## src/rtl/mult_share_arbiter_if.sv

```systemverilog
// Requester and multiplier signal bundle for mult_share_arbiter.
interface mult_share_arbiter_if #(
  parameter int WIDTH = 4
);
  logic               req0, req1;
  logic [WIDTH-1:0]   a0, b0, a1, b1;
  logic               gnt0, gnt1, done0, done1;
  logic [2*WIDTH-1:0] result;
  logic               busy;
  logic               mult_start;
  logic [WIDTH-1:0]   mult_a, mult_b;
  logic [2*WIDTH-1:0] mult_p;

  // Arbiter side.
  modport slave (
    input  req0, a0, b0, req1, a1, b1, mult_p,
    output gnt0, gnt1, done0, done1, result, busy, mult_start, mult_a, mult_b
  );

  // Requester/multiplier environment side.
  modport master (
    output req0, a0, b0, req1, a1, b1, mult_p,
    input  gnt0, gnt1, done0, done1, result, busy, mult_start, mult_a, mult_b
  );
endinterface

```

## src/rtl/mult_share_arbiter.sv

```systemverilog
// Round-robin share of one fixed-latency sequential multiplier between two
// requesters. Operands are captured on arbitration, the multiplier is started
// in ISSUE, and the product is sampled when the latency counter expires.
module mult_share_arbiter #(
  parameter int WIDTH    = 4,
  parameter int MULT_LAT = 10
) (
  input  logic                 clk,
  input  logic                 clr,
  mult_share_arbiter_if.slave  bus
);

  typedef enum logic [1:0] {IDLE, ISSUE, WAIT} state_e;

  localparam logic [7:0] CNT_LOAD = 8'(MULT_LAT - 1);

  state_e             state_q, state_d;
  logic [7:0]         cnt_q, cnt_d;
  logic               last_gnt_q, last_gnt_d;
  logic               win_q, win_d;
  logic               gnt0_q, gnt0_d, gnt1_q, gnt1_d;
  logic               done0_q, done0_d, done1_q, done1_d;
  logic               start_q, start_d;
  logic               busy_q, busy_d;
  logic [WIDTH-1:0]   ma_q, ma_d, mb_q, mb_d;
  logic [2*WIDTH-1:0] result_q, result_d;
  logic               pick;

  // Next-state, arbitration and registered-output computation.
  always_comb begin
    state_d    = state_q;
    cnt_d      = cnt_q;
    last_gnt_d = last_gnt_q;
    win_d      = win_q;
    ma_d       = ma_q;
    mb_d       = mb_q;
    result_d   = result_q;
    gnt0_d     = 1'b0;
    gnt1_d     = 1'b0;
    done0_d    = 1'b0;
    done1_d    = 1'b0;
    start_d    = 1'b0;
    // On a tie the requester that did not win last time goes next.
    pick       = (bus.req0 && bus.req1) ? ~last_gnt_q : bus.req1;
    unique case (state_q)
      IDLE: begin
        if (bus.req0 || bus.req1) begin
          win_d      = pick;
          last_gnt_d = pick;
          ma_d       = pick ? bus.a1 : bus.a0;
          mb_d       = pick ? bus.b1 : bus.b0;
          gnt0_d     = ~pick;
          gnt1_d     = pick;
          start_d    = 1'b1;
          state_d    = ISSUE;
        end
      end
      ISSUE: begin
        cnt_d   = CNT_LOAD;
        state_d = WAIT;
      end
      WAIT: begin
        if (cnt_q == 8'd0) begin
          // Product is valid this cycle; done pulses alongside the new result.
          result_d = bus.mult_p;
          done0_d  = ~win_q;
          done1_d  = win_q;
          state_d  = IDLE;
        end else begin
          cnt_d = cnt_q - 8'd1;
        end
      end
      default: state_d = IDLE;
    endcase
    busy_d = (state_d != IDLE);
  end

  // State and output registers; clr wins over everything.
  always_ff @(posedge clk) begin
    if (clr) begin
      state_q    <= IDLE;
      cnt_q      <= '0;
      last_gnt_q <= 1'b1;
      win_q      <= 1'b0;
      ma_q       <= '0;
      mb_q       <= '0;
      result_q   <= '0;
      gnt0_q     <= 1'b0;
      gnt1_q     <= 1'b0;
      done0_q    <= 1'b0;
      done1_q    <= 1'b0;
      start_q    <= 1'b0;
      busy_q     <= 1'b0;
    end else begin
      state_q    <= state_d;
      cnt_q      <= cnt_d;
      last_gnt_q <= last_gnt_d;
      win_q      <= win_d;
      ma_q       <= ma_d;
      mb_q       <= mb_d;
      result_q   <= result_d;
      gnt0_q     <= gnt0_d;
      gnt1_q     <= gnt1_d;
      done0_q    <= done0_d;
      done1_q    <= done1_d;
      start_q    <= start_d;
      busy_q     <= busy_d;
    end
  end

  assign bus.gnt0       = gnt0_q;
  assign bus.gnt1       = gnt1_q;
  assign bus.done0      = done0_q;
  assign bus.done1      = done1_q;
  assign bus.result     = result_q;
  assign bus.busy       = busy_q;
  assign bus.mult_start = start_q;
  assign bus.mult_a     = ma_q;
  assign bus.mult_b     = mb_q;

endmodule

```

## src/flat_wrapper.sv

```systemverilog
// flat-port wrapper written by rule: the top's interface ports become plain ports
module mult_share_arbiter_flat 
#(
  parameter int WIDTH    = 4,
  parameter int MULT_LAT = 10
)
  (clk, clr, bus_req0, bus_a0, bus_b0, bus_req1, bus_a1, bus_b1, bus_mult_p, bus_gnt0, bus_gnt1, bus_done0, bus_done1, bus_result, bus_busy, bus_mult_start, bus_mult_a, bus_mult_b);
  mult_share_arbiter_if #(.WIDTH(WIDTH)) bus_i ();
  input  logic clk;
  input  logic clr;
  input wire logic [$bits(bus_i.req0)-1:0] bus_req0;
  input wire logic [$bits(bus_i.a0)-1:0] bus_a0;
  input wire logic [$bits(bus_i.b0)-1:0] bus_b0;
  input wire logic [$bits(bus_i.req1)-1:0] bus_req1;
  input wire logic [$bits(bus_i.a1)-1:0] bus_a1;
  input wire logic [$bits(bus_i.b1)-1:0] bus_b1;
  input wire logic [$bits(bus_i.mult_p)-1:0] bus_mult_p;
  output wire logic [$bits(bus_i.gnt0)-1:0] bus_gnt0;
  output wire logic [$bits(bus_i.gnt1)-1:0] bus_gnt1;
  output wire logic [$bits(bus_i.done0)-1:0] bus_done0;
  output wire logic [$bits(bus_i.done1)-1:0] bus_done1;
  output wire logic [$bits(bus_i.result)-1:0] bus_result;
  output wire logic [$bits(bus_i.busy)-1:0] bus_busy;
  output wire logic [$bits(bus_i.mult_start)-1:0] bus_mult_start;
  output wire logic [$bits(bus_i.mult_a)-1:0] bus_mult_a;
  output wire logic [$bits(bus_i.mult_b)-1:0] bus_mult_b;
  assign bus_i.req0 = bus_req0;
  assign bus_i.a0 = bus_a0;
  assign bus_i.b0 = bus_b0;
  assign bus_i.req1 = bus_req1;
  assign bus_i.a1 = bus_a1;
  assign bus_i.b1 = bus_b1;
  assign bus_i.mult_p = bus_mult_p;
  assign bus_gnt0 = bus_i.gnt0;
  assign bus_gnt1 = bus_i.gnt1;
  assign bus_done0 = bus_i.done0;
  assign bus_done1 = bus_i.done1;
  assign bus_result = bus_i.result;
  assign bus_busy = bus_i.busy;
  assign bus_mult_start = bus_i.mult_start;
  assign bus_mult_a = bus_i.mult_a;
  assign bus_mult_b = bus_i.mult_b;
  mult_share_arbiter #(.WIDTH(WIDTH), .MULT_LAT(MULT_LAT)) u_core (.clk(clk), .clr(clr), .bus(bus_i));
endmodule
```

## config.mk

```make
export PLATFORM = sky130hd
export DESIGN_NAME = mult_share_arbiter_flat
export DESIGN_NICKNAME = d
export VERILOG_FILES = /design/src/rtl/mult_share_arbiter_if.sv /design/src/rtl/mult_share_arbiter.sv /design/src/flat_wrapper.sv
export SDC_FILE = /design/constraint.sdc
export NUM_CORES = 1
export LEC_CHECK = 0
export CAP_MARGIN = 20
export CORE_MARGIN = 2
export CORE_UTILIZATION = 27
export DETAILED_ROUTE_END_ITERATION = 16
export SLEW_MARGIN = 20
export SYNTH_ARGS = -nofsm -noshare
export SYNTH_HDL_FRONTEND = slang
export SYNTH_SLANG_ARGS = --single-unit
```

## constraint.sdc

```tcl
create_clock -name clk -period 3.7 [get_ports clk]
set_input_delay 0.74 -clock clk [delete_from_list [all_inputs] [get_ports clk]]
set_output_delay 0.74 -clock clk [all_outputs]
set_load 0.01 [all_outputs]
```

==> impl_metrics.csv <==
group,metric,value,unit
sta,finalSetupTns,0,ns
hold_path,holdPathStages,2,
clock_tree,post_cts_buffers,0,
power,power_density,578.2,mW/mm^2
floorplanning,die_y,78.32,um
synth,syn_inst,163,
grt,antenna_found_initial,0,
routing,ant_nets,0,
grt,grt_pass1_wl,5727,um
finish,antennaDiodeCount,0,
worst_setup_path,critPathRequiredTime,3.91,ns
floorplanning,core-area,0.005405,mm^2
synth,synth-edff-count,0,
sta,fin_crit_sh,54.05,%
finish,drive_gt1_share,9.722,%
hold_path,min_to,"u_core.bus.result[1]",
routing,vias_per_cell,4.517,
sta,setup_violations,0,
synth,yosysSeqAreaShare,45.64,%
synth,synth_seq_cells,34,
floorplanning,row_count,27,
sta,finalCriticalPeriod,2.000,ns
worst_setup_path,startpoint_type,"flop",
routing,drt-initial-drc-count,66,
worst_setup_path,cp.arrival,2.21,ns
clock_tree,cts.sinks,34,
hold_path,min-delay-start,"u_core.bus.result[1]",
grt,grt_usage,11.55,%
floorplanning,ios,50,
clock_tree,cts-root-buf,"clkbuf_8",
floorplanning,initial_core_util,27.59,%
clock_tree,htree_levels,2,
routing,avgRoutedWirePerCell,11.64,um
finish,regArea,680.7,um^2
clock_tree,cts_tree,"built",
synth,synthArstFlopShare,0,%
finish,nets,249,
synth,synth_area_leader_cell,"dfxtp_1",
grt,grt_pass1_vias,1310,
worst_setup_path,path_class,"reg -> reg",
sta,slew-limit-headroom,68.35,%
synth,yosys_warnings,0,
clock_tree,path_clk_slew,0.07,ns
synth,netlist_area,0.001491,mm^2
hold_path,min_path_type,"reg -> reg",
power,p_leak,0.7779,nW
routing,dr.pass1.iters,4,
synth,synth_top_area_share,45.64,%
worst_setup_path,rrSetupSlack,1.70,ns
sta,hold_viol_final,0,
placed_design,port_buffers,49,
job,maxCapViolCount,0,
worst_setup_path,cp-end-kind,"flop",
clock_tree,cts_resized,0,
routing,vias,1301,
sta,maxClockFrequency,500.1,MHz
clock_tree,holdBufCountCts,0,
finish,syn_to_final_growth,43.79,%
synth,synth.distinct_cells,38,
power,ir_worst_vdd,0.2297,mV
sta,skew,0.007622,ns
worst_setup_path,r2r-end,"u_core.cnt_q[7]",
sta,rsz0062_at_grt,"no",
grt,grt-ovfl-total,0,
routing,drcViolationCount,0,
synth,synth_area_leaders,"dfxtp_1 (46%), a211oi_1 (5.5%), mux2i_1 (5.4%), nand2_1 (5.3%), nor2_1 (4.8%)",
synth,synth_nets,196,
floorplanning,die-area,0.006134,mm^2
sta,tightestPinTransition,0.4698,ns
placed_design,dpl.hpwl,2440,um
worst_setup_path,worstRegToRegCells,6,
clock_tree,cts_buffer_depth,2,
worst_setup_path,setup.worst_path.start,"u_core.state_q[0]",
worst_setup_path,crit_fanout,8,
sta,drv_slew,0,
outcome,status,"completed",
routing,wl,3352,um
finish,multiInputGateArea,742.0,um^2
grt,grt_max_degree,23,
finish,final_util,39.68,%
floorplanning,die_w,78.32,um
placed_design,routabilityCongestion,0.8226,
worst_setup_path,regToRegStartpoint,"u_core.state_q[0]",
finish,fillers,578,
synth,synth-main-ff-cell,"dfxtp_1",
clock_tree,cts_buffers,5,
clock_tree,clk_latency,0.28,ns
synth,syn_area_per_cell,9.150,um^2
registers in the layout, indices dropped and copies added, names as in the netlist:
register               flops
u_core.bus.done1           1
u_core.bus.busy            1
u_core.bus.mult_a          4
u_core.bus.mult_start      1
u_core.bus.done0           1
u_core.cnt_q               8
u_core.last_gnt_q          1
u_core.bus.mult_b          4
u_core.state_q             2
u_core.bus.result          8
u_core.win_q               1
u_core.bus.gnt1            1
u_core.bus.gnt0            1
metal layers:
layer / wire [um] / global-route usage, %
met1: 1545 / 13.31
met2: 1573 / 20.17
met3: 224 / 3.908
met4: 8 / 3.509
met5: 0 / 0
cell families (layout without fill, tap and decap cells):
logic type | count (synthesis) | in the layout | synth area share (%)
and+or+nand+nor | 63 | 63 | 22.65
AOI/OAI and AO/OA | 38 | 38 | 16.36
DFF | 34 | 34 | 45.64
buffers and inverters | 13 | 66 | 4.614
muxes | 8 | 8 | 5.369
adders and majority gates | 5 | 5 | 4.195
xor gates and xnor gates | 2 | 2 | 1.175
placed cells by master (no fill, tap or decap), types with 3 or more instances in the layout:
| master | count |
|---|---|
| a211oi_1 | 11 |
| inv_1 | 4 |
| dfxtp_1 | 34 |
| nor2_1 | 19 |
| nor4b_2 | 3 |
| ha_1 | 5 |
| clkbuf_8 | 5 |
| buf_4 | 3 |
| nor3_1 | 4 |
| mux2i_1 | 8 |
| a21oi_1 | 14 |
| clkdlybuf4s50_1 | 49 |
| nand2_1 | 21 |
worst max path at each step:
stage                                 end  slack [ns]  depth (start not counted)
after CTS                 u_core.cnt_q[7]        1.69                          6
after detailed placement  u_core.bus.busy        1.56                          6
final                     u_core.cnt_q[7]        1.70                          6
after floorplan           u_core.cnt_q[7]        1.92                          6
after global placement    u_core.bus.busy        1.56                          6
after global routing      u_core.cnt_q[7]        1.53                          6
cells in the mapped netlist (all sizes together), types with 3 or more instances:
library cell and n:
a211oi 11, clkbuf 3, a21oi 14, o21ai 4, buf 3, ha 5
nor3 4, mux2i 8, dfxtp 34, nor4b 3, nand2 21, inv 6
nor2 19
cell type report:
class                   instances  share of cell area [%]
multi-input cells             116                   34.60
well taps                      72                   4.201
flip-flops and latches         34                   31.74
clock buffers                   5                   3.209
repair buffers                 52                   23.92
clock inverters                 2                  0.4667
inverters                       7                   1.867
report_power, final:
| part | leakage, nW | switching, mW | internal [mW] |
|---|---|---|---|
| Clock | 0.0438 | 0.125 | 0.126 |
| Combinational | 0.456 | 0.230 | 0.256 |
| Sequential | 0.279 | 0.0648 | 0.438 |
critical path, stage by stage (launching register included):
cell	delay, ns
dfxtp_1	0.38
inv_1	0.08
ha_1	0.43
nor4b_2	0.25
nand3_1	0.16
or4b_1	0.49
a21oi_1	0.15
through the flow:
stage / worst slack (ns) / total power [mW] / area (um^2) / cells / hold slack (ns)
2_1_floorplan: 1.924 / 0.8257 / 1491 / 163 / 0.4143
3_3_place_gp: 1.561 / 0.9928 / 2066 / 281 / 0.4388
3_5_place_dp: 1.556 / 0.9975 / 2066 / 281 / 0.4444
4_1_cts: 1.688 / 1.259 / 2145 / 288 / 0.4540
5_1_grt: 1.530 / 1.336 / 2145 / 288 / 0.4808
6_report: 1.700 / 1.240 / 2145 / 288 / 0.4500
Note: power is estimated with default switching activity, not from simulation.
==> RTL change: new RTL, same flow settings <==
`MULT_LAT` is set to 10 in 2 places; all go to 7.
--- a/src/rtl/mult_share_arbiter.sv
+++ b/src/rtl/mult_share_arbiter.sv
@@ -4,5 +4,5 @@
 module mult_share_arbiter #(
   parameter int WIDTH    = 4,
-  parameter int MULT_LAT = 10
+  parameter int MULT_LAT = 7
 ) (
   input  logic                 clk,
--- a/src/flat_wrapper.sv
+++ b/src/flat_wrapper.sv
@@ -3,5 +3,5 @@
 #(
   parameter int WIDTH    = 4,
-  parameter int MULT_LAT = 10
+  parameter int MULT_LAT = 7
 )
   (clk, clr, bus_req0, bus_a0, bus_b0, bus_req1, bus_a1, bus_b1, bus_mult_p, bus_gnt0, bus_gnt1, bus_done0, bus_done1, bus_result, bus_busy, bus_mult_start, bus_mult_a, bus_mult_b);
Function: changed (a bounded check fails within 10 cycles, from zero or initial values).
==> RTL change against the unedited design <==
- wire length fell by 1.6%
- die area decreased by 1.4%
- largest cell class unchanged
- total power rose by 6.0%
- cell area decreased by 1.1%
- clock power is 11% higher
- synthesized area shrank 1.5%
- count of clock-buffer cells in the layout up 2
- combinational power increased by 6.6%
- worst setup slack worse by 0.18 ns
- sequential share of layout area rose by 0.34 points
- sequential cell count stayed put
- utilization is 1.3 points higher
- register-to-register slack got worse by 0.06 ns
==> RTL change: results (changes against the unedited design) <==
metric	value	unit	change
antenna_cells	0		unchanged
arrival	2.37	ns	+0.16 ns
synth_common_cells	dfxtp_1 (34), nor2_1 (23), nand2_1 (19), a21oi_1 (13), a211oi_1 (10)		
path_clk_slew	0.07	ns	about the same
relSlewSlack	37.4	%	-31 points
cts_buffer_depth	2		unchanged
synthXorXnorAreaFrac	1.79	%	+0.61 points
grt_pass1_vias	1224		-6.6%
cts_setup_buffers	0		unchanged
yosys_warnings	0		unchanged
fin_nets	246		-1.2%
vias_per_cell	4.49		-0.54%
seq_area_frac_synth	46.3	%	+0.70 points
ys_types	36		-5.3%
hp-class	reg2reg		
clock_latency	0.28	ns	about the same
dpl.hpwl	2330	um	-4.3%
synth_area_leaders	dfxtp_1 (46%), mux2i_1 (6.1%), nor2_1 (5.9%), a211oi_1 (5.1%), nand2_1 (4.9%)		
yosys-mux-area-fraction	6.90	%	+1.5 points
ir_drop	0.000227	V	-1.3%
dp_slack	1.20	ns	-0.354 ns
syn_nets	196		unchanged
synth_compound_area_share	15.1	%	-1.3 points
yosys.area_share.adder	4.26	%	+0.064 points
gp_congestion	0.735		-11%
crit_fanout	16		+8
antenna_found_initial	0		unchanged
n_fill_cell	539		-6.7%
clock_skew	0.00570	ns	-0.00192 ns
grt_max_degree	30		+30%
final_layout_size_suffix_gt1_share	7.94	%	-1.8 points
routed_wl	3300	um	-1.6%
grtUsageTotal	11.4	%	-0.18 points
outcome	complete, no violations		
p_leak	0.771	nW	-0.88%
grt_pass1_wl	5390	um	-5.9%
initialDrtViolationCount	29		-56%
==> RTL change: final cells by class <==
class / instances / area (um^2) / area share (%)
multi-input combinational: 115 / 734 / 34.6
sequential: 34 / 681 / 32.1
timing repair buffer: 51 / 505 / 23.8
tap: 70 / 87.6 / 4.13
clock buffer: 7 / 86.3 / 4.07
inverter: 6 / 22.5 / 1.06
clock inverter: 1 / 5.00 / 0.236
==> RTL change: power breakdown <==
group | switching, mW | internal (mW) | leakage, nW
registers | 0.0694 | 0.447 | 0.279
clock network | 0.129 | 0.150 | 0.0482
logic | 0.256 | 0.262 | 0.444
total | 0.454 | 0.859 | 0.771
==> RTL change: layer usage <==
metal	vias to the layer above	GRT usage, %	wire [um]	share of wire, %
li1	675	-	-	-
met1	540	13.4	1540	47
met2	54	17.7	1370	42
met3	7	5.00	327	9.9
met4	0	5.36	56	1.7
met5	-	0	0	0
==> RTL change: through the flow <==
step | utilization [%] | instances | hold WS (ns) | cell area, um^2
2_1_floorplan | - | 163 | 0.417 | 1470
3_3_place_gp | 39.3 | 276 | 0.440 | 2030
3_5_place_dp | 39.3 | 276 | 0.447 | 2030
4_1_cts | 41.0 | 284 | 0.456 | 2120
5_1_grt | 41.0 | 284 | 0.466 | 2120
6_report | 41.0 | 284 | 0.450 | 2120
==> RTL change: cells by family (layout without fill, tap and decap cells) <==
kind of cell / Yosys count / count (layout)
AND/OR/NAND/NOR: 63 / 63
adder cells (fa/ha/maj): 5 / 5
buffers and inverters: 14 / 65
XOR/XNOR: 3 / 3
multiplexers: 10 / 10
AO/OA/AOI/OAI: 34 / 34
flip-flops: 34 / 34
==> RTL change: worst paths after layout <==
| path | cells after the start | slack (ns) | endpoint | start |
|---|---|---|---|---|
| worst max-delay path | 5 | 1.52 | u_core.bus.mult_a[3] | bus_req0 |
| worst min-delay path | 1 | 0.45 | u_core.bus.done0 | u_core.win_q |
| worst min register to register | 1 | 0.45 | u_core.bus.done0 | u_core.win_q |
| worst max register to register | 6 | 1.64 | u_core.cnt_q[3] | u_core.state_q[0] |
==> RTL change: worst max-delay path, cell delays in order <==
cell and delay [ns]:
clkdlybuf4s50_1 0.51, nor2_1 0.07, nor2b_1 0.72, nor2_1 0.08, a211oi_1 0.23
